===== src/rtl/pipe_scheduler.sv =====
// pipe_scheduler: ring of scrolling pipe records, current-pipe edge mux,
// pass detection and a saturating 4-digit BCD score for the flappy datapath.
module pipe_scheduler #(
  parameter int unsigned NUM_PIPES    = 3,
  parameter int unsigned PIPE_W       = 60,
  parameter int unsigned PIPE_SPACING = 240,
  parameter int unsigned INIT_X       = 400,
  parameter int unsigned SPEED        = 2,
  parameter int unsigned GAP_MIN      = 60,
  parameter int unsigned GAP_H        = 120,
  parameter logic [7:0]  LFSR_SEED    = 8'hA5
) (
  input  logic        Clk,
  input  logic        reset,
  input  logic        Q_Initial,
  input  logic        Q_Check,
  input  logic        Q_Lose,
  input  logic        Frame_Tick,
  input  logic [9:0]  Bird_X_L,
  output logic [9:0]  X_Edge_Left,
  output logic [9:0]  X_Edge_Right,
  output logic [9:0]  Y_Edge_Top,
  output logic [9:0]  Y_Edge_Bottom,
  output logic [1:0]  Cur_Pipe,
  input  logic [1:0]  Pipe_Sel,
  output logic [9:0]  Pipe_X,
  output logic [9:0]  Pipe_Gap_Top,
  output logic [15:0] Score_BCD,
  output logic        Pass_Pulse
);

  localparam int unsigned IW  = (NUM_PIPES > 2) ? 2 : 1;
  localparam logic [2:0]  NP3 = 3'(NUM_PIPES);

  typedef enum logic [1:0] {ST_IDLE, ST_RUN, ST_HOLD, ST_LOAD} state_t;

  state_t r_state;
  state_t w_state_nxt;
  logic   w_run;
  logic   w_load;

  logic [7:0]  r_lfsr;
  logic        w_lfsr_fb;

  logic [9:0]  r_x [NUM_PIPES];
  logic [9:0]  r_g [NUM_PIPES];
  logic [9:0]  w_x_nxt [NUM_PIPES];
  logic [9:0]  w_g_nxt [NUM_PIPES];
  logic [NUM_PIPES-1:0] w_retire;

  logic [1:0]  r_cur;
  logic [15:0] r_score;
  logic        r_pass;

  logic [IW-1:0] w_cur_idx;
  logic [9:0]    w_cur_x;
  logic [9:0]    w_cur_g;
  logic [10:0]   w_cur_right;
  logic          w_cur_retire;
  logic          w_pass;
  logic          w_advance;
  logic [1:0]    w_cur_inc;

  function automatic logic [15:0] f_bcd_inc(input logic [15:0] v);
    logic [15:0] res;
    logic        carry;
    res   = v;
    carry = 1'b1;
    if (v != 16'h9999) begin
      for (int unsigned d = 0; d < 4; d++) begin
        if (carry) begin
          if (res[d*4 +: 4] == 4'd9) begin
            res[d*4 +: 4] = 4'd0;
          end else begin
            res[d*4 +: 4] = res[d*4 +: 4] + 4'd1;
            carry         = 1'b0;
          end
        end
      end
    end
    return res;
  endfunction

  // Game-state FSM; Q inputs resolved with priority Lose > Initial > Check.
  always_ff @(posedge Clk) begin
    if (!reset) r_state <= ST_IDLE;
    else        r_state <= w_state_nxt;
  end

  always_comb begin
    w_state_nxt = r_state;
    w_run       = 1'b0;
    w_load      = 1'b0;
    unique case (r_state)
      ST_IDLE: if (Q_Check && !Q_Lose && !Q_Initial) w_state_nxt = ST_RUN;
      ST_RUN: begin
        w_run = 1'b1;
        if (Q_Lose) w_state_nxt = ST_HOLD;
      end
      ST_HOLD: if (Q_Initial && !Q_Lose) w_state_nxt = ST_LOAD;
      ST_LOAD: begin
        w_load      = 1'b1;
        w_state_nxt = ST_IDLE;
      end
      default: w_state_nxt = ST_IDLE;
    endcase
  end

  // Fibonacci LFSR, x^8+x^6+x^5+x^4+1; free-running, reloaded only by reset.
  always_comb w_lfsr_fb = r_lfsr[7] ^ r_lfsr[5] ^ r_lfsr[4] ^ r_lfsr[3];

  always_ff @(posedge Clk) begin
    if (!reset) r_lfsr <= LFSR_SEED;
    else        r_lfsr <= {r_lfsr[6:0], w_lfsr_fb};
  end

  for (genvar gi = 0; gi < NUM_PIPES; gi++) begin : g_pipe
    localparam int unsigned PREV = (gi + NUM_PIPES - 1) % NUM_PIPES;
    localparam logic [9:0]  X0   = 10'(INIT_X + gi * PIPE_SPACING);
    localparam logic [9:0]  G0   = 10'(GAP_MIN + 64 * gi);

    assign w_retire[gi] = (r_x[gi] <= 10'(SPEED));
    // Only one pipe retires per tick, so the predecessor's post-move value
    // is simply r_x[PREV] - SPEED; both offsets fold into one constant.
    assign w_x_nxt[gi]  = w_retire[gi] ? (r_x[PREV] + 10'(PIPE_SPACING - SPEED))
                                       : (r_x[gi] - 10'(SPEED));
    assign w_g_nxt[gi]  = w_retire[gi] ? (10'(GAP_MIN) + {2'b00, r_lfsr}) : r_g[gi];

    always_ff @(posedge Clk) begin
      if (!reset || w_load) begin
        r_x[gi] <= X0;
        r_g[gi] <= G0;
      end else if (w_run && Frame_Tick) begin
        r_x[gi] <= w_x_nxt[gi];
        r_g[gi] <= w_g_nxt[gi];
      end
    end
  end

  assign w_cur_idx    = r_cur[IW-1:0];
  assign w_cur_x      = r_x[w_cur_idx];
  assign w_cur_g      = r_g[w_cur_idx];
  assign w_cur_retire = w_retire[w_cur_idx];
  assign w_cur_right  = {1'b0, w_cur_x} + 11'(PIPE_W);

  // Pass compares pre-move values, so a same-cycle tick does not affect it.
  assign w_pass    = w_run && ({1'b0, Bird_X_L} > w_cur_right);
  assign w_advance = w_pass || (w_run && Frame_Tick && w_cur_retire);
  assign w_cur_inc = (r_cur == 2'(NUM_PIPES - 1)) ? 2'd0 : (r_cur + 2'd1);

  always_ff @(posedge Clk) begin
    if (!reset || w_load) begin
      r_cur   <= '0;
      r_score <= '0;
      r_pass  <= 1'b0;
    end else begin
      r_pass <= w_pass;
      if (w_pass)    r_score <= f_bcd_inc(r_score);
      if (w_advance) r_cur   <= w_cur_inc;
    end
  end

  always_comb begin
    Pipe_X       = '0;
    Pipe_Gap_Top = '0;
    if ({1'b0, Pipe_Sel} < NP3) begin
      Pipe_X       = r_x[Pipe_Sel[IW-1:0]];
      Pipe_Gap_Top = r_g[Pipe_Sel[IW-1:0]];
    end
  end

  assign X_Edge_Left   = w_cur_x;
  assign X_Edge_Right  = w_cur_right[9:0];
  assign Y_Edge_Top    = w_cur_g;
  assign Y_Edge_Bottom = w_cur_g + 10'(GAP_H);
  assign Cur_Pipe      = r_cur;
  assign Score_BCD     = r_score;
  assign Pass_Pulse    = r_pass;

endmodule


===== config.mk =====
export PLATFORM = sky130hd
export DESIGN_NAME = pipe_scheduler
export DESIGN_NICKNAME = d
export VERILOG_FILES = /design/src/rtl/pipe_scheduler.sv
export SDC_FILE = /design/constraint.sdc
export NUM_CORES = 1
export LEC_CHECK = 0
export CORE_ASPECT_RATIO = 0.8
export CORE_UTILIZATION = 38
export CTS_CLUSTER_DIAMETER = 50
export CTS_CLUSTER_SIZE = 25
export DETAILED_ROUTE_END_ITERATION = 12
export SYNTH_ARGS = -nofsm -noshare
export SYNTH_HDL_FRONTEND = slang
export SYNTH_SLANG_ARGS = --single-unit

===== constraint.sdc =====
create_clock -name Clk -period 3.64 [get_ports Clk]
set_input_delay 0.728 -clock Clk [delete_from_list [all_inputs] [get_ports Clk]]
set_output_delay 0.728 -clock Clk [all_outputs]
set_load 0.02 [all_outputs]

Word-level counts from Yosys, hierarchy flattened
Memories as Yosys holds them, arrays and structs flattened. A register that Yosys moved wholly into a read port is not among the register bits.
Cells that the tools add are included.
Word-level totals
  word-level logic and storage cells: 124
  register bits: 29
  memories kept: 2
  bits in writable memories: 60
  bits of input ports: 18
Cells by class
  $lt $le $gt $ge: 6
  mux-type cells: 50
  $add $sub $neg: 14
  equal/unequal tests: 15
  bitwise gates (word level): 9
  reductions and logical operators: 20
Memory list
  r_g: words 3, width 10, rd ports 2, clocked after memory_dff 1, wr ports 3, line 46  | logic [9:0] r_g [NUM_PIPES];
  r_x: words 3, width 10, rd ports 5, clocked after memory_dff 1, wr ports 3, line 45  | logic [9:0] r_x [NUM_PIPES];
Operators with widths (number)
  $mux 10: 14
  $add 10x8->10 const B: 3
  $le 10x2->1 const B: 3
  $sub 10x2->10 const B: 3
  $mux 1: 22
  $add 4x1->4 const B: 4
  $eq 4x4->1 const B: 4
  $mux 2: 8
  $mux 4: 4
  $ne 16x16->1 const B: 1
  $reduce_and 3->1: 4
  $add 10x6->11 const B: 1
  $gt 10x11->1: 1
  $add 10x7->10 const B: 1
  $add 6x8->9 const A: 1
  $pmux 2 s4: 1
  $reduce_and 2->1: 4
  $eq 2x2->1 const B: 3
  $logic_and 1x1->1: 6
  $ne 2x2->1 const B: 3
  $or 1x1->1: 6
  $logic_not 1->1: 3
  $lt 2x3->1 const B: 1
  $ne 1x1->1 const B: 3
  7 further kinds: 10

Longest topological paths before layout
Gate-level depths: netlist of run 1.
  word-level depth: 14
  depth in mapped cells: 15
  mapped depth without buffers: 14

Worst setup path after synthesis of run 1
OpenSTA, ideal clock, no wires.
  kind: flip-flop to flip-flop
  start point: register with a tool-made name
  end point: register r_score[15] (netlist: Score_BCD[15])
  path slack: -554 ps
  data arrival time: 4132 ps
  library setup time: 62 ps
  stages on the path, launching flop included: 16
  cell sequence: dfxtp_1 clkbuf_1 buf_2 nor2_1 a21oi_1 ha_1 and3_1 xnor2_1 inv_1 ha_1 nand4_1 o311ai_0 or4b_1 a211oi_1 mux2_2 nand3_1
RTL lines
  end signal, assigned: line 158  | if (w_pass) r_score <= f_bcd_inc(r_score);
  end, declared: line 52  | logic [15:0] r_score;

==> flow_summary.yaml, run 1 <==
outcome:
  outcome: "complete, no violations"
clock_network:
  path_clk_slew_ns: 0.07
  cts-root-buf: "clkbuf_16"
  tritoncts: "done"
  clock_latency_ns: 0.35
  numCtsBuffers: 9
  cts_hold_buf: 0
  cts_sinks: 88
  cts_max_path_buffers: 2
  htree_levels: 3
drt:
  drc: 0
  route.vias.total: 5422
  highest_layer: "met4"
  wl_per_cell_um: 16.9
  wl_met1_um: 7860
  ant_nets: 0
  wl_um: 16900
  viasPerCell: 5.40
  met2_length_um: 7970
  routed-wl-met3_um: 852
  dr.first_iter.drc_count: 399
  dr.pass1.iters: 7
worst_hold_path:
  whs_path_depth: 2
  hold_path_class: "reg -> reg"
yosys:
  ys_async_sr_fraction: 0
  syn-cell-area_um2: 6010
  synth-seq-cells: 88
  synth.distinct_cells: 68
  synth_edf_count: 57
  ys_warn_count: 0
  seq_area_frac_synth: 0.388
  syn_inst: 672
  synthFlopType: "edfxtp_1"
  syn_avg_cell_area_um2: 8.95
timing:
  fmax_mhz: 289
  setup_viol: 0
  fin_worst_skew_ns: 0.0114
  finalCriticalPeriod_ns: 3.46
  drv_slew: 0
  hold_slack_ns: 0.502
  slew_headroom: 0.410
  hold_violations: 0
  worst_pin_slew_ns: 0.878
  period_share: 0.950
  setup_tns_ns: 0
  fin_ws_ns: 0.183
power:
  peakVddDrop_uv: 235
  power.density_nw_per_um2: 550
  p_leak_nw: 2.91
placed_design:
  numPortBuffers: 94
  place.gp.congestion: 0.916
  pre_cts_ws_ns: -0.0594
  dp_cells: 986
  placed_area_um2: 7420
  dpl.hpwl_um: 12600
floorplan:
  io_pins: 97
  initial_core_util: 0.395
  chipHeight_um: 115
  core_area_um2: 15200
  die_w_um: 143
  die_area_um2: 16300
  fp-row-count: 40
worst_setup_path:
  r2r_cells: 15
  cp.required_ns: 3.91
  cp_slowest_stage_delay_ns: 0.44
  critPathBufInv: 2
  crit_chain: "mux2i_1 > nor2_1 > a21oi_2 > ha_4 > and3_1 > xnor2_2 > inv_1 > ha_1 > nand4_1 > a211oi_2 > a211oi_1 > buf_4 > a211o_1 > a2111oi_4 > a41o_1"
  worst_path_max_delay_cell: "edfxtp_1"
  cp_max_fo: 5
  cp_top_family: "compound AO/OA/AOI/OAI gates"
  critPathKind: "reg -> reg"
  crit_arrival_ns: 3.72
  endpoint_kind: "register"
  startpoint_type: "register"
  path_depth: 15
cells_and_area:
  fin_nets: 829
  antennaDiodeCount: 0
  layout-drive-gt1-share: 0.131
  stdcell_area_um2: 7820
  area_growth_pct: 30.0
  instances_no_fill: 1005
grt:
  antenna_found_initial: 0
  grtUsageTotal: 0.211
  grt_pass1_vias: 5235
  grt.overflow.total: 0
  grt_start_max_net_pins: 28
  grt_first_pass_wirelength_um: 26600
run:
  drv_cap: 0
flip-flops by register name, indices dropped and copies added (netlist names), named ones only:
name        count
r_x            30
r_g            27
Score_BCD      16
r_lfsr          8
Cur_Pipe        2
r_state         2
Pass_Pulse      1
metrics by stage:
stage / total power, mW / util
2_1_floorplan: 2.49 / -
3_3_place_gp: 3.22 / 0.488
3_5_place_dp: 3.25 / 0.488
4_1_cts: 4.24 / 0.509
5_1_grt: 4.52 / 0.514
6_report: 4.30 / 0.514
cell families after synthesis:
family	after synthesis	share of synthesized area
multiplexers	53	0.0922
AND/OR/NAND/NOR	252	0.207
other	1	0.000623
buffers and inverters	85	0.0616
flip-flops	88	0.388
XOR/XNOR	48	0.0699
adder cells (fa/ha/maj)	21	0.0437
AO/OA/AOI/OAI	124	0.137
worst register-to-register path, stage by stage (launching register included):
cell	delay, ns
edfxtp_1	0.44
mux2i_1	0.17
nor2_1	0.07
a21oi_2	0.23
ha_4	0.20
and3_1	0.20
xnor2_2	0.13
inv_1	0.06
ha_1	0.31
nand4_1	0.18
a211oi_2	0.26
a211oi_1	0.09
buf_4	0.17
a211o_1	0.33
a2111oi_4	0.35
a41o_1	0.19
layer usage:
metal	global-route usage	vias up
met3	0.0339	22
met4	0.0652	0
met1	0.286	2647
li1	-	2590
met5	0	-
met2	0.344	163
Yosys cell counts, types with 3 or more instances:
cell type / number / area (um2)
mux2_1: 4 / 45.0
nand2_1: 83 / 312
mux2i_1: 41 / 410
xor2_1: 20 / 175
nor4_1: 4 / 25.0
nand4b_1: 6 / 52.6
and2_1: 10 / 62.6
a21oi_1: 32 / 160
a21o_1: 4 / 30.0
a211oi_1: 15 / 113
or3_1: 11 / 68.8
clkbuf_1: 23 / 86.3
nor3_1: 6 / 30.0
nor3b_1: 3 / 22.5
o21ai_0: 35 / 175
o211ai_1: 3 / 22.5
nand2b_1: 13 / 81.3
buf_4: 7 / 52.6
nor2_1: 66 / 248
buf_2: 8 / 40.0
xnor2_1: 28 / 245
buf_1: 3 / 11.3
edfxtp_1: 57 / 1710
inv_1: 42 / 158
ha_1: 21 / 263
nor2b_1: 8 / 50.1
dfxtp_1: 31 / 621
o21a_1: 4 / 30.0
and3_1: 11 / 68.8
nand3_1: 16 / 80.1
mux2_2: 5 / 56.3
path summary, 6_finish.rpt:
check | from | slack, ns | to
worst min register to register | Score_BCD[0] | 0.50 | Score_BCD[0]
worst max register to register | r_x[0][2] | 0.18 | register
worst min-delay path | Score_BCD[0] | 0.50 | Score_BCD[0]
worst max-delay path | r_x[0][2] | 0.18 | register
power by group:
part	total, mW	internal (mW)	switching (mW)
clock	0.978	0.548	0.430
combinational	2.05	0.908	1.14
sequential	1.28	1.18	0.101
cell type report:
cell class | instances | area (um2)
Fill cell | 1416 | 7390
Multi-Input combinational cell | 500 | 3400
Sequential cell | 88 | 2340
Timing Repair Buffer | 149 | 1350
Tap cell | 210 | 263
Clock buffer | 9 | 225
Inverter | 42 | 158
Clock inverter | 7 | 82.6
placed cells by master, fill, tap and decap left out, drive strengths merged, types with 6 or more instances in the layout:
master         instances
or3                   11
nand2                 83
dfxtp                 31
clkdlybuf4s50         94
nand3                 17
ha                    21
mux2i                 43
clkbuf                 9
nor2                  66
xor2                  20
mux2                  10
a211oi                18
nor2b                  8
nor3                   6
inv                   48
xnor2                 28
and2                  10
o21ai                 36
nand4b                 6
a21oi                 32
nand2b                13
and3                  11
edfxtp                57
buf                   55
what timing repair did:
item                       in CTS  in global routing
buffers inserted                0                  3
gates resized for setup         2                 12
pin swaps                       0                  2
setup endpoints to repair       6                 21
No activity file was read; power rests on OpenSTA's default activity.
==> run 2, diff against run 1 <==
--- a/config.mk
+++ b/config.mk
@@ -5,7 +5,7 @@
 export SDC_FILE = /design/constraint.sdc
 export NUM_CORES = 1
 export LEC_CHECK = 0
-export CORE_ASPECT_RATIO = 0.8
+export CORE_ASPECT_RATIO = 1.1
 export CORE_UTILIZATION = 38
 export CTS_CLUSTER_DIAMETER = 50
 export CTS_CLUSTER_SIZE = 25
==> flow_summary.yaml, run 2 (same netlist as run 1, synthesis figures left out) <==
cells_and_area:
  postLayoutCoreUtil: 0.511
  largest_reg_flops: 30
  instances_no_fill: 987
  layout_commonest_cell: "clkdlybuf4s50_1"
  area_growth_pct: 29.5
  layout_common_cells: "94 x clkdlybuf4s50_1, 83 x nand2_1, 66 x nor2_1"
  antennaDiodeCount: 0
  fin_nets: 825
  regMostFlops: "r_x"
  layout-drive-gt1-share: 0.123
placed_design:
  dpl.hpwl_um: 12800
  dp_cells: 966
  numPortBuffers: 94
  place.gp.congestion: 0.893
clock_network:
  cts_hold_buf: 0
  htree_levels: 3
  tritoncts: "done"
  cts_sinks: 88
  cts-root-buf: "clkbuf_16"
  clock_latency_ns: 0.35
  cts_max_path_buffers: 2
  numCtsBuffers: 9
  path_clk_slew_ns: 0.07
power:
  intPower_mw: 2.62
  power_frac_clock: 0.216
  total_power_mw: 4.26
  power.density_nw_per_um2: 548
  p_leak_nw: 2.89
  p_switching_mw: 1.64
  peakVddDrop_uv: 259
  combPwrFrac: 0.486
  p_sw_frac: 0.385
  seqPwrFrac: 0.298
drt:
  dr.first_iter.drc_count: 397
  viasPerCell: 5.38
  drc: 0
  wl_um: 17000
  ant_nets: 0
  route.vias.total: 5311
  wl_per_cell_um: 17.2
  dr.pass1.iters: 7
timing:
  fin_worst_skew_ns: 0.00999
  drv_slew: 0
  slew_headroom: 0.314
  fmax_mhz: 290
  finalCriticalPeriod_ns: 3.45
  period_share: 0.949
  hold_slack_ns: 0.488
  hold_violations: 0
  worst_pin_slew_ns: 1.02
  rsz0062_at_grt: "no"
  setup_viol: 0
worst_hold_path:
  whs_path_depth: 1
  hold_path_class: "reg -> reg"
floorplan:
  die_area_um2: 16300
  io_pins: 97
  core_area_um2: 15200
  initial_core_util: 0.395
  fp-row-count: 47
  die_w_um: 122
  chipHeight_um: 134
worst_setup_path:
  endpoint_kind: "register"
  startpoint_type: "register"
  critPathKind: "reg -> reg"
  crit_arrival_ns: 3.74
  cp_max_fo: 7
  r2r_cells: 14
  cp.required_ns: 3.93
grt:
  grt_first_pass_wirelength_um: 26700
  grt_start_max_net_pins: 28
  grt_pass1_vias: 5215
  grt.overflow.total: 0
  antenna_found_initial: 0
  grtUsageTotal: 0.212
run:
  drv_cap: 0
outcome:
  outcome: "complete, no violations"
run 2: power groups by stage:
stage               sequential (mW)  clock [mW]  combinational [mW]
floorplan                      1.28           0                1.21
global placement               1.29           0                1.91
detailed placement             1.29           0                1.93
CTS                            1.27       0.937                1.97
global route                   1.28       0.973                2.23
finish                         1.27       0.920                2.07
run 2: worst max-delay path: stages (launching register included):
cell and delay (ns):
dfxtp_1 0.35, buf_4 0.17, mux2_4 0.32, mux2i_4 0.16
buf_4 0.17, and3_1 0.21, xnor2_2 0.13, inv_1 0.06
ha_1 0.30, nand4_1 0.15, o311ai_1 0.17, or4b_4 0.58
a211oi_4 0.20, mux2_2 0.36, nand3_1 0.07
run 2: metal layers:
layer  vias up  track usage  share of wire
met3        26       0.0285          0.041
met1      2557        0.262           0.43
met4         0       0.0940          0.028
li1       2585            -              -
met5         -            0              0
met2       143        0.363           0.51
run 2: worst paths after layout:
| kind | startpoint | end | slack [ns] |
|---|---|---|---|
| worst max-delay path | register | Score_BCD[15] | 0.19 |
| worst min-delay path | r_lfsr[1] | r_lfsr[2] | 0.49 |
| worst max register to register | register | Score_BCD[15] | 0.19 |
| worst min register to register | r_lfsr[1] | r_lfsr[2] | 0.49 |
run 2: area by class of cell:
type	count	area (um2)
flip-flops and latches	88	2330
clock buffers	13	272
clock inverters	3	23.8
multi-input cells	500	3430
repair buffers	145	1320
inverters	42	158
fillers	1425	7440
well taps	196	245
run 2: timing repair:
action	4_1_cts	5_1_grt
pin swaps	2	4
endpoints found under the setup margin	9	20
resized for setup	5	11
setup buffers	1	4
run 2: stage by stage:
stage               setup WS [ns]  instance area, um2  TNS (ns)
floorplan                  0.0162                6050         0
global placement           0.0529                7360         0
detailed placement        -0.0640                7360    -0.224
CTS                        0.0135                7690         0
global route              0.00861                7790         0
finish                      0.187                7790         0
